--- config.mk ---
export PLATFORM = sky130hd
export DESIGN_NAME = seq_adder_n
export DESIGN_NICKNAME = d
export VERILOG_FILES = /design/src/rtl/seq_adder_n.sv
export SDC_FILE = /design/constraint.sdc
export NUM_CORES = 1
export LEC_CHECK = 0
export ABC_AREA = 1
export CORE_MARGIN = 2
export CORE_UTILIZATION = 57
export DETAILED_ROUTE_END_ITERATION = 6
export PLACE_DENSITY = 0.85
export SYNTH_ARGS = -nofsm -noshare
export SYNTH_HDL_FRONTEND = slang
export SYNTH_SLANG_ARGS = --single-unit
--- constraint.sdc ---
create_clock -name CLK -period 4.8 [get_ports CLK]
set_input_delay 0.96 -clock CLK [delete_from_list [all_inputs] [get_ports CLK]]
set_output_delay 0.96 -clock CLK [all_outputs]
set_load 0.02 [all_outputs]
--- src/rtl/seq_adder_n.sv ---
// Multi-cycle ripple adder/subtractor: adds CHUNK bits per clock over a registered
// carry, with a Start/Busy/Done handshake and registered R/Co/Ovf/Zero.
module seq_adder_n #(
  parameter int unsigned WIDTH = 16,
  parameter int unsigned CHUNK = 4
) (
  input  logic             CLK,
  input  logic             Reset_n,
  input  logic             Start,
  input  logic             Sub,
  input  logic             Ci,
  input  logic [WIDTH-1:0] A,
  input  logic [WIDTH-1:0] B,
  output logic             Busy,
  output logic             Done,
  output logic [WIDTH-1:0] R,
  output logic             Co,
  output logic             Ovf,
  output logic             Zero
);

  localparam int unsigned N  = WIDTH / CHUNK;
  localparam int unsigned CW = (N > 1) ? $clog2(N) : 1;
  localparam int unsigned CS = CHUNK + 1;

  typedef enum logic {IDLE, RUN} state_e;

  state_e           state_q, state_d;
  logic [CW-1:0]    cnt_q, cnt_d;
  logic [WIDTH-1:0] opa_q, opa_d;
  logic [WIDTH-1:0] opb_q, opb_d;
  logic             carry_q, carry_d;
  logic [WIDTH-1:0] psum_q, psum_d;
  logic             busy_q, busy_d;
  logic             done_q, done_d;
  logic [WIDTH-1:0] r_q, r_d;
  logic             co_q, co_d;
  logic             ovf_q, ovf_d;
  logic             zero_q, zero_d;

  logic [31:0]      shamt;
  logic [CHUNK-1:0] a_ch, b_ch;
  logic [CHUNK:0]   ch_sum;
  logic [WIDTH-1:0] chunk_mask;
  logic [WIDTH-1:0] sum_full;
  logic             msb_cin;
  logic             last;

  // Datapath for the chunk selected by the counter
  always_comb begin
    shamt      = 32'(cnt_q) * CHUNK;
    a_ch       = CHUNK'(opa_q >> shamt);
    b_ch       = CHUNK'(opb_q >> shamt);
    ch_sum     = CS'(a_ch) + CS'(b_ch) + CS'(carry_q);
    chunk_mask = WIDTH'({CHUNK{1'b1}}) << shamt;
    sum_full   = (psum_q & ~chunk_mask) | (WIDTH'(ch_sum[CHUNK-1:0]) << shamt);
    // carry into the chunk MSB recovered from its sum bit
    msb_cin    = a_ch[CHUNK-1] ^ b_ch[CHUNK-1] ^ ch_sum[CHUNK-1];
    last       = (cnt_q == CW'(N - 1));
  end

  // Next-state and output logic
  always_comb begin
    state_d = state_q;
    cnt_d   = cnt_q;
    opa_d   = opa_q;
    opb_d   = opb_q;
    carry_d = carry_q;
    psum_d  = psum_q;
    busy_d  = busy_q;
    done_d  = 1'b0;
    r_d     = r_q;
    co_d    = co_q;
    ovf_d   = ovf_q;
    zero_d  = zero_q;

    case (state_q)
      IDLE: begin
        if (Start) begin
          opa_d   = A;
          opb_d   = Sub ? ~B : B;
          carry_d = Sub | Ci;
          cnt_d   = '0;
          busy_d  = 1'b1;
          state_d = RUN;
        end
      end
      RUN: begin
        psum_d  = sum_full;
        carry_d = ch_sum[CHUNK];
        cnt_d   = cnt_q + CW'(1);
        if (last) begin
          cnt_d   = '0;
          state_d = IDLE;
          busy_d  = 1'b0;
          done_d  = 1'b1;
          r_d     = sum_full;
          co_d    = ch_sum[CHUNK];
          ovf_d   = msb_cin ^ ch_sum[CHUNK];
          zero_d  = (sum_full == '0);
        end
      end
      default: state_d = IDLE;
    endcase
  end

  always_ff @(posedge CLK or negedge Reset_n) begin
    if (!Reset_n) begin
      state_q <= IDLE;
      cnt_q   <= '0;
      opa_q   <= '0;
      opb_q   <= '0;
      carry_q <= 1'b0;
      psum_q  <= '0;
      busy_q  <= 1'b0;
      done_q  <= 1'b0;
      r_q     <= '0;
      co_q    <= 1'b0;
      ovf_q   <= 1'b0;
      zero_q  <= 1'b0;
    end else begin
      state_q <= state_d;
      cnt_q   <= cnt_d;
      opa_q   <= opa_d;
      opb_q   <= opb_d;
      carry_q <= carry_d;
      psum_q  <= psum_d;
      busy_q  <= busy_d;
      done_q  <= done_d;
      r_q     <= r_d;
      co_q    <= co_d;
      ovf_q   <= ovf_d;
      zero_q  <= zero_d;
    end
  end

  assign Busy = busy_q;
  assign Done = done_q;
  assign R    = r_q;
  assign Co   = co_q;
  assign Ovf  = ovf_q;
  assign Zero = zero_q;

endmodule

==> metrics <==
worst setup path class reg2reg; final core utilization 0.712; Reg-to-Reg Start cnt_q[1]; leakage power 2.00 nW; Maximum Capacitance Violations 0; maximum resistive drop on vdd 414 uV; Setup Fix Bufs, Post-CTS 0; Hold Fails Final Rpt 0; layout cells sized above 1 0.0819; clock sinks 69; register-to-register path setup slack about 1.9 ns; clock slew at reported path FFs about 0.07 ns; time the final worst path needs with I/O delays and setup around 3 ns; RD Place Congestion approximately 0.92; Worst Hold Margin between 0.4 and 0.5 ns; total negative slack for setup checks 0 ns; Buffers on Ports 57; number of cells after detailed placement roughly 520; antenna violations before repair 0; type of the tightest min-delay check reg2reg; maximum root-to-sink buffer count 2; sequential-to-total area share from yosys stat 0.502; synthesized cell area between 3000 and 4000 um2; setup repair after global routing missed its margin no; number of global-route vias before repair 2821; Worst Skew between 0.008 and 0.009 ns; cell area after placement between 3000 and 4000 um2; hold-fix buffer count after cts 0; Crit path required time about 5 ns; Worst R2R End Zero; top achievable clock speed ~340 MHz; Post-synth EDFFs 0; beginning of the worst hold path R[15]; Startpoint Class register; hold path endpoint R[15]; Diodes inserted 0; post-synthesis net count between 400 and 500; Worst Hold Depth 2; total routed wirelength between 7 and 8 mm; maximum number of pins on one net before global-route repair 70; relative max-transition margin 0.405; total number of placement rows 28; arrival time of data at the critical path endpoint around 3.1 ns; element type at the critical path end register; core area 5890 um2; number of library cell types mapped by synthesis 28; Final ANT Viol Nets 0; # IOs between 50 and 60; part of the cycle the worst path needs 0.607; yosys warns 0; number of cells traversed by the worst register-to-register path 14; TritonCTS Buffers 9; clk root buf sky130_fd_sc_hd__clkbuf_8; Least-Margin Pin Slew slightly below 0.9 ns; DIE WIDTH roughly 82 um; power density over cell area roughly 800 nW/um2; total global routing overflow 0; first-pass GRT wire length roughly 12 mm; via count roughly 2900; maximum cell stage delay along the critical path about 0.75 ns; total global routing track utilization 0.247; design area 4190 um2; detailed-route DRC error count 0; number of H-tree levels 3; Max Slew Vio Count 0; area growth from synthesis to final layout 21.7%; count of buffer and inverter cells on the critical path 4; Starting Density 0.585; Mapped Cells 411; Skew-Pair Late Insertion Delay approximately 0.35 ns; post-cts gate resize count 0; Seq cells post-synth about 70; status finished clean; cell with the biggest individual delay on the critical path sky130_fd_sc_hd__dfrtp_1; iteration-0 DRC count of the detailed router around 160; Chip Height approximately 82 um; clock tree from TritonCTS built; asr flop ratio synth 1.00; number of detailed-routing iterations run before antenna repair 6; setup violation total in the final timing report 0; cell family with most CP delay adder cells; largest driver fanout on the critical path 19; overall die area around 6700 um2; commonest register cell after synthesis sky130_fd_sc_hd__dfrtp_1; wire length per cell after detailed routing about 13 um; HPWL reported at the end of detailed placement about 5.0 mm; via/cell ratio ~5.3; per-instance average area after synthesis between 8 and 9 um2; critical path cell sequence inv_4, o21ai_0, o22ai_1, fa_1, inv_1, fa_1, inv_1, nand3_1, nand2_1, clkinv_1, nand3_1, nor2_1, nand2_1, o21bai_2; final standard cell count with taps included and fillers excluded 539; number of nets in the layout roughly 510
==> cells by family (layout without fill, tap and decap cells) <==
group,after synthesis,after routing,share of synthesized area
AO/OA/AOI/OAI,68,68,0.112
XOR/XNOR,17,17,0.0433
adder cells (fa/ha/maj),9,9,0.0371
buffers and inverters,47,100,0.0702
flip-flops,69,69,0.502
AND/OR/NAND/NOR,201,201,0.235
==> flip-flops by register name, summed over array words and instances, names as in the netlist <==
| signal | count |
|---|---|
| Busy | 1 |
| R | 16 |
| Zero | 1 |
| carry_q | 1 |
| state_q | 1 |
| Co | 1 |
| Done | 1 |
| psum_q | 12 |
| Ovf | 1 |
| cnt_q | 2 |
| opb_q | 16 |
| opa_q | 16 |
==> cells in the final DEF, fill, tap and decap left out, types with 2 or more instances in the layout <==
| master | n |
|---|---|
| sky130_fd_sc_hd__ha_1 | 7 |
| sky130_fd_sc_hd__inv_4 | 2 |
| sky130_fd_sc_hd__xnor2_1 | 16 |
| sky130_fd_sc_hd__fa_1 | 2 |
| sky130_fd_sc_hd__o21ai_1 | 5 |
| sky130_fd_sc_hd__clkdlybuf4s50_1 | 56 |
| sky130_fd_sc_hd__o21bai_2 | 2 |
| sky130_fd_sc_hd__nand2_2 | 6 |
| sky130_fd_sc_hd__clkbuf_8 | 12 |
| sky130_fd_sc_hd__inv_2 | 3 |
| sky130_fd_sc_hd__buf_4 | 3 |
| sky130_fd_sc_hd__nor2_1 | 33 |
| sky130_fd_sc_hd__nand2_1 | 145 |
| sky130_fd_sc_hd__nand4_1 | 3 |
| sky130_fd_sc_hd__a21oi_2 | 3 |
| sky130_fd_sc_hd__a21oi_1 | 4 |
| sky130_fd_sc_hd__dfrtp_1 | 69 |
| sky130_fd_sc_hd__a32oi_1 | 2 |
| sky130_fd_sc_hd__a31oi_1 | 4 |
| sky130_fd_sc_hd__o21ai_0 | 41 |
| sky130_fd_sc_hd__nand3_1 | 11 |
| sky130_fd_sc_hd__o22ai_1 | 6 |
| sky130_fd_sc_hd__inv_1 | 18 |
| sky130_fd_sc_hd__nand3_2 | 3 |
==> worst max path at each step <==
| stage | startpoint | endpoint | slack, ns | cells after the start |
|---|---|---|---|---|
| 6_report | cnt_q[1] | Zero | 1.89 | 14 |
| 5_1_grt | cnt_q[1] | Zero | 1.62 | 14 |
| 4_1_cts | cnt_q[1] | Zero | 1.91 | 14 |
| 3_5_place_dp | cnt_q[1] | Zero | 1.94 | 14 |
| 3_3_place_gp | cnt_q[1] | Zero | 2.04 | 14 |
| 2_1_floorplan | cnt_q[0] | Zero | 2.32 | 16 |
==> synth_stat cells, types with 2 or more instances <==
master	number	area [um2]
sky130_fd_sc_hd__nand2_1	145	544
sky130_fd_sc_hd__dfrtp_1	69	1730
sky130_fd_sc_hd__o21ai_0	41	205
sky130_fd_sc_hd__nor2_1	33	124
sky130_fd_sc_hd__inv_1	18	67.6
sky130_fd_sc_hd__xnor2_1	16	140
sky130_fd_sc_hd__buf_2	12	60.1
sky130_fd_sc_hd__nand3_1	11	55.1
sky130_fd_sc_hd__ha_1	7	87.6
sky130_fd_sc_hd__nand2_2	6	37.5
sky130_fd_sc_hd__o22ai_1	6	37.5
sky130_fd_sc_hd__o21ai_1	5	25.0
sky130_fd_sc_hd__a21oi_1	4	20.0
sky130_fd_sc_hd__a31oi_1	4	25.0
sky130_fd_sc_hd__buf_4	4	30.0
sky130_fd_sc_hd__buf_6	4	45.0
sky130_fd_sc_hd__a21oi_2	3	26.3
sky130_fd_sc_hd__clkbuf_1	3	11.3
sky130_fd_sc_hd__inv_2	3	11.3
sky130_fd_sc_hd__nand3_2	3	30.0
sky130_fd_sc_hd__nand4_1	3	18.8
sky130_fd_sc_hd__a32oi_1	2	17.5
sky130_fd_sc_hd__fa_1	2	40.0
sky130_fd_sc_hd__inv_4	2	12.5
sky130_fd_sc_hd__o21bai_2	2	22.5
==> tightest hold or removal path, cell delays in order (launching register included) <==
cell and delay, ns:
sky130_fd_sc_hd__dfrtp_1 0.35, sky130_fd_sc_hd__nand2_1 0.05, sky130_fd_sc_hd__nand2_1 0.05
==> area by class of cell <==
type / count / area (um2)
Multi-Input combinational cell: 295 / 1470
Timing Repair Buffer: 60 / 588
Clock buffer: 13 / 169
Sequential cell: 69 / 1730
Inverter: 24 / 95.1
Fill cell: 484 / 1700
Clock inverter: 3 / 42.5
Tap cell: 75 / 93.8
==> metal layers <==
metal	wire [um]	part of all wire	global-route usage	vias up
li1	-	-	-	1410
met1	3110	0.43	0.306	1350
met2	3530	0.49	0.413	92
met3	355	0.049	0.0560	19
met4	207	0.029	0.112	0
met5	0	0	0	-
==> power breakdown <==
group / switching (mW) / internal [mW]
registers: 0.189 / 0.851
logic: 1.10 / 0.650
clock network: 0.214 / 0.282
==> through the flow <==
| step | worst slack, ns | power [mW] |
|---|---|---|
| 2_1_floorplan | 2.32 | 2.32 |
| 3_3_place_gp | 2.04 | 2.69 |
| 3_5_place_dp | 1.94 | 2.78 |
| 4_1_cts | 1.91 | 3.29 |
| 5_1_grt | 1.62 | 3.59 |
| 6_report | 1.89 | 3.29 |
No activity file was read; power rests on OpenSTA's default activity.
